$ cat src/rtl/cdb_arbiter_pkg.sv
// Shared types for the CDB writeback stage: functional-unit result record,
// unit indices and a small modular-add helper for the round-robin search.
package cdb_arbiter_pkg;

  localparam int NUM_FU    = 4;
  localparam int ROB_IDX_W = 6;
  localparam int PREG_W    = 7;
  localparam int XLEN      = 32;

  typedef enum logic [1:0] {
    FU_ALU = 2'd0,
    FU_MUL = 2'd1,
    FU_BR  = 2'd2,
    FU_MEM = 2'd3
  } fu_idx_t;

  typedef struct packed {
    logic                 out_valid;
    logic [ROB_IDX_W-1:0] rob_idx;
    logic [PREG_W-1:0]    prd;
    logic                 rd_we;
    logic [XLEN-1:0]      result;
    logic                 exception;
  } funct_unit_out_t;

  function automatic int wrap_add(input int base, input int off, input int n);
    return (base + off) % n;
  endfunction

endpackage

$ cat src/rtl/cdb_arbiter_fifo.sv
// Per-unit result FIFO. Readiness comes from the registered count only, so the
// grant never feeds back combinationally into fu_ready.
module fu_result_fifo
  import cdb_arbiter_pkg::*;
#(
  parameter int FIFO_DEPTH = 2
) (
  input  logic            clk,
  input  logic            rst,
  input  logic            flush,
  input  logic            enq_valid,
  input  funct_unit_out_t enq_data,
  output logic            enq_ready,
  input  logic            deq,
  output funct_unit_out_t head_data,
  output logic            empty
);

  localparam int PTR_W = (FIFO_DEPTH > 1) ? $clog2(FIFO_DEPTH) : 1;
  localparam int CNT_W = PTR_W + 1;

  funct_unit_out_t   mem [FIFO_DEPTH];
  logic [PTR_W-1:0]  head, tail;
  logic [CNT_W-1:0]  count;
  logic              enq, deq_ok;

  assign enq_ready = !rst && (count < CNT_W'(FIFO_DEPTH));
  assign empty     = (count == '0);
  assign head_data = mem[head];

  // A flush drops both the offered result and the pending grant.
  assign enq    = enq_valid && enq_ready && !flush;
  assign deq_ok = deq && !empty && !flush;

  always_ff @(posedge clk) begin
    if (rst) begin
      head  <= '0;
      tail  <= '0;
      count <= '0;
    end else if (flush) begin
      head  <= '0;
      tail  <= '0;
      count <= '0;
    end else begin
      if (enq)    tail <= tail + 1'b1;
      if (deq_ok) head <= head + 1'b1;
      case ({enq, deq_ok})
        2'b10:   count <= count + 1'b1;
        2'b01:   count <= count - 1'b1;
        default: count <= count;
      endcase
    end
  end

  // Storage is not reset; count gates every read.
  always_ff @(posedge clk) begin
    if (enq) mem[tail] <= enq_data;
  end

endmodule

$ cat src/rtl/cdb_arbiter.sv
// Writeback arbiter: buffers each functional unit's results and grants one per
// cycle onto the common data bus in round-robin order starting at rr_ptr.
module cdb_arbiter
  import cdb_arbiter_pkg::*;
#(
  parameter int NUM_FU     = cdb_arbiter_pkg::NUM_FU,
  parameter int FIFO_DEPTH = 2,
  localparam int SRC_W     = (NUM_FU > 1) ? $clog2(NUM_FU) : 1
) (
  input  logic                               clk,
  input  logic                               rst,
  input  logic                               flush,
  input  funct_unit_out_t [NUM_FU-1:0]       fu_out,
  output logic            [NUM_FU-1:0]       fu_ready,
  output funct_unit_out_t                    cdb_out,
  output logic            [SRC_W-1:0]        cdb_src
);

  logic            [NUM_FU-1:0] req;
  logic            [NUM_FU-1:0] deq;
  funct_unit_out_t [NUM_FU-1:0] head_data;
  logic            [SRC_W-1:0]  rr_ptr;
  logic            [SRC_W-1:0]  winner;
  logic                         grant_vld;

  for (genvar i = 0; i < NUM_FU; i++) begin : g_fu
    logic empty;

    fu_result_fifo #(
      .FIFO_DEPTH (FIFO_DEPTH)
    ) u_fifo (
      .clk       (clk),
      .rst       (rst),
      .flush     (flush),
      .enq_valid (fu_out[i].out_valid),
      .enq_data  (fu_out[i]),
      .enq_ready (fu_ready[i]),
      .deq       (deq[i]),
      .head_data (head_data[i]),
      .empty     (empty)
    );

    assign req[i] = !empty;
    assign deq[i] = grant_vld && (winner == SRC_W'(i));
  end

  // First requester at or after rr_ptr, wrapping modulo NUM_FU.
  always_comb begin
    logic [SRC_W-1:0] cand;
    grant_vld = 1'b0;
    winner    = rr_ptr;
    cand      = '0;
    for (int k = 0; k < NUM_FU; k++) begin
      cand = SRC_W'(wrap_add(int'(rr_ptr), k, NUM_FU));
      if (!grant_vld && req[cand]) begin
        grant_vld = 1'b1;
        winner    = cand;
      end
    end
  end

  always_comb begin
    cdb_out = '0;
    if (grant_vld && !rst) begin
      cdb_out           = head_data[winner];
      cdb_out.out_valid = 1'b1;
    end
  end

  assign cdb_src = winner;

  always_ff @(posedge clk) begin
    if (rst || flush) begin
      rr_ptr <= '0;
    end else if (grant_vld) begin
      rr_ptr <= SRC_W'(wrap_add(int'(winner), 1, NUM_FU));
    end
  end

endmodule

$ cat config.mk
export PLATFORM = sky130hd
export DESIGN_NAME = cdb_arbiter
export DESIGN_NICKNAME = d
export VERILOG_FILES = /design/src/rtl/cdb_arbiter_pkg.sv /design/src/rtl/cdb_arbiter_fifo.sv /design/src/rtl/cdb_arbiter.sv
export SDC_FILE = /design/constraint.sdc
export NUM_CORES = 1
export LEC_CHECK = 0
export ABC_AREA = 1
export BUFFER_PORTS_ARGS = -buffer_cell sky130_fd_sc_hd__buf_2
export CORE_ASPECT_RATIO = 0.8
export CORE_MARGIN = 1.5
export CORE_UTILIZATION = 45
export CTS_CLUSTER_SIZE = 16
export DETAILED_ROUTE_END_ITERATION = 12
export PLACE_DENSITY = 0.63
export SLEW_MARGIN = 20
export SYNTH_ARGS = -nofsm -noshare
export SYNTH_HDL_FRONTEND = slang
export SYNTH_HIERARCHICAL = 1
export SYNTH_SLANG_ARGS = --single-unit
$ cat constraint.sdc
create_clock -name clk -period 4.8 [get_ports clk]
set_clock_uncertainty 0.15 [all_clocks]
set_input_delay 0.48 -clock clk [delete_from_list [all_inputs] [get_ports clk]]
set_output_delay 0.48 -clock clk [all_outputs]
set_load 0.02 [all_outputs]
==> out/qor.csv <==
metric;value;unit
outcome;finished clean;
Yosys warning count;6;
Slew Viols, Final;0;
number of DRC markers in iteration 0;945;
gpl congestion;0.909;
Syn Area/Cell;13.4;µm²
CP Max Fanout;59;
required time of the worst setup path;4170;ps
Initial Utilization;45.6;%
number of hold violations in the final report;0;
Worst Hold Path Cells;1;
setup slack, reg-to-reg;1040;ps
CP delay by family, top;simple AND/OR/NAND/NOR gates;
drt first pass iters;5;
RSZ-0062 raised after global routing;no;
Area Overhead vs Synth;27.2;%
Synth Net Count;1502;
Least-Margin Pin Slew;979;ps
register area;11700;µm²
Leak;8.69;nW
Remaining Overflow, GRT;0;
Final nets;1934;
Sink Count;398;
most frequent CP cell;nand2_1;
min Tclk post-route;4320;ps
Root Buffer;clkbuf_16;
core area;38200;µm²
slowest stage delay, CP;660;ps
die height;179;µm
dpl hpwl;30500;µm
fin util;58.1;%
Routed WL;45100;µm
first-pass GRT wire length;66600;µm
Clock Path Buffers;3;
worst r2r dst;g_fu[2].u_fifo/count[1];
share of cells above drive strength 1;30.9;%
via count;11700;
die area;39900;µm²
Worst Hold Launch;fu_out[166];
Hold Crit Class;primary input to flip-flop;
ordered cell list for the critical path;inv_2 > nand2_1 > nand3_1 > nand2_1 > nand4_2 > nand2_4 > buf_4 > nand3_1 > nand2_1 > nand2_1 > a21oi_1 > buf_2;
Site Rows;64;
Fmax;231;MHz
H-tree levels;2;
Boundary Pins;249;
Pwr per Cell Area;366;nW/µm²
Total GRT Usage;22.3;%
largest net degree at the start of global routing;60;
Antenna Nets Post-Route;0;
fillcell total;3038;
DR WL/cell;20.0;µm
CTS buffer count;40;
# DRC;0;
Multi-input gate area;5130;µm²
final setup violation count;0;
reg2reg start;rr_ptr[0];
Max Cap Viol;0;
slowest stage cell, crit path;dfxtp_1;
cells after synthesis;1299;
latest clock arrival within the worst-skew pair;530;ps
vias in the first global route;11800;
die width;223;µm
Slew HR;34.6;%
r2r worst-path depth;18;
Port-buffer cells;248;
initial antenna violation count;2;
setup TNS;0;ps
clock slew seen by the registers of the worst setup and hold paths;60;ps
Setup crit start kind;flip-flop;
CTS tree;done;
Final period util;90.0;%
CP bufs+invs;3;
Worst Setup SP;rr_ptr[0];
Syn Std Cell Area;17400;µm²
Arr. time, crit path;3690;ps
maximum VDD drop;0.349;mV
CP endpoint kind;primary output;
endpoint of the worst hold-timing path;g_fu[3].u_fifo/mem[0][22];
kind of critical path;flip-flop to primary output;
via-per-instance ratio;5.17;
## metrics by stage
stage | power, mW | cell area [µm²] | std cells | worst slack, ps | hold slack, ps
floorplan | 4.66 | 17400 | 1299 | 1400 | 332
detailed placement | 5.05 | 19100 | 2002 | 1070 | 366
finish | 8.12 | 22200 | 2257 | 479 | 21.7
global route | 8.42 | 22200 | 2256 | 204 | 3.03
global placement | 5.04 | 19100 | 2002 | 1160 | 357
CTS | 8.17 | 22100 | 2251 | 500 | 0.0278
## registers in the layout (all words and copies together), names as in the netlist, named ones only
name / count
g_fu.u_fifo/count: 8
g_fu.u_fifo/tail: 4
rr_ptr: 2
g_fu.u_fifo/mem: 376
g_fu.u_fifo/head: 4
## final cells by class
cell class                 instances  share of cell area, %
clock buffer                      50                   4.82
inverter                          46                  0.778
multi-input combinational        787                   23.1
tap                              495                   2.79
timing repair buffer             458                   14.8
clock inverter                    21                  0.807
antenna                            2                 0.0226
sequential                       398                   52.9
## worst max path at each step
stage / to / cells past startpoint
after global routing: cdb_out[17] / 14
after floorplan: g_fu[0].u_fifo/mem[1][0] / 3
after detailed placement: cdb_out[24] / 12
after global placement: cdb_out[24] / 12
after CTS: cdb_out[24] / 12
final: cdb_out[24] / 12
## layer usage
| metal | vias up | part of all wire [%] | wire length (µm) | track usage, % |
|---|---|---|---|---|
| met5 | - | 0 | 0 | 0 |
| met4 | 0 | 2.7 | 1200 | 7.00 |
| met3 | 78 | 6.3 | 2840 | 3.98 |
| met2 | 450 | 51 | 22800 | 40.0 |
| met1 | 5674 | 40 | 18200 | 27.6 |
| li1 | 5476 | - | - | - |
## repair_timing
item / CTS / global route
gates resized for setup: 0 / 0
setup buffers: 0 / 0
endpoints found under the hold margin: 356 / 8
hold buffers: 178 / 4
## where the power goes
group,internal [mW],switching (mW),leakage [nW]
Clock,1.74,1.28,0.599
Sequential,3.87,0.0238,3.60
Combinational,0.421,0.786,4.50
## cell usage in the layout, fill, tap and decap left out, types with 17 or more instances in the layout
master,n
buf_2,248
dlygate4sd3_1,182
a21oi_1,56
clkbuf_16,41
edfxtp_1,376
nor2_1,38
buf_4,28
mux2_4,80
inv_1,42
o21ai_0,17
mux2_2,108
dfxtp_1,18
nand2_1,344
nand3_1,108
Power figures use the tool's default switching activity.
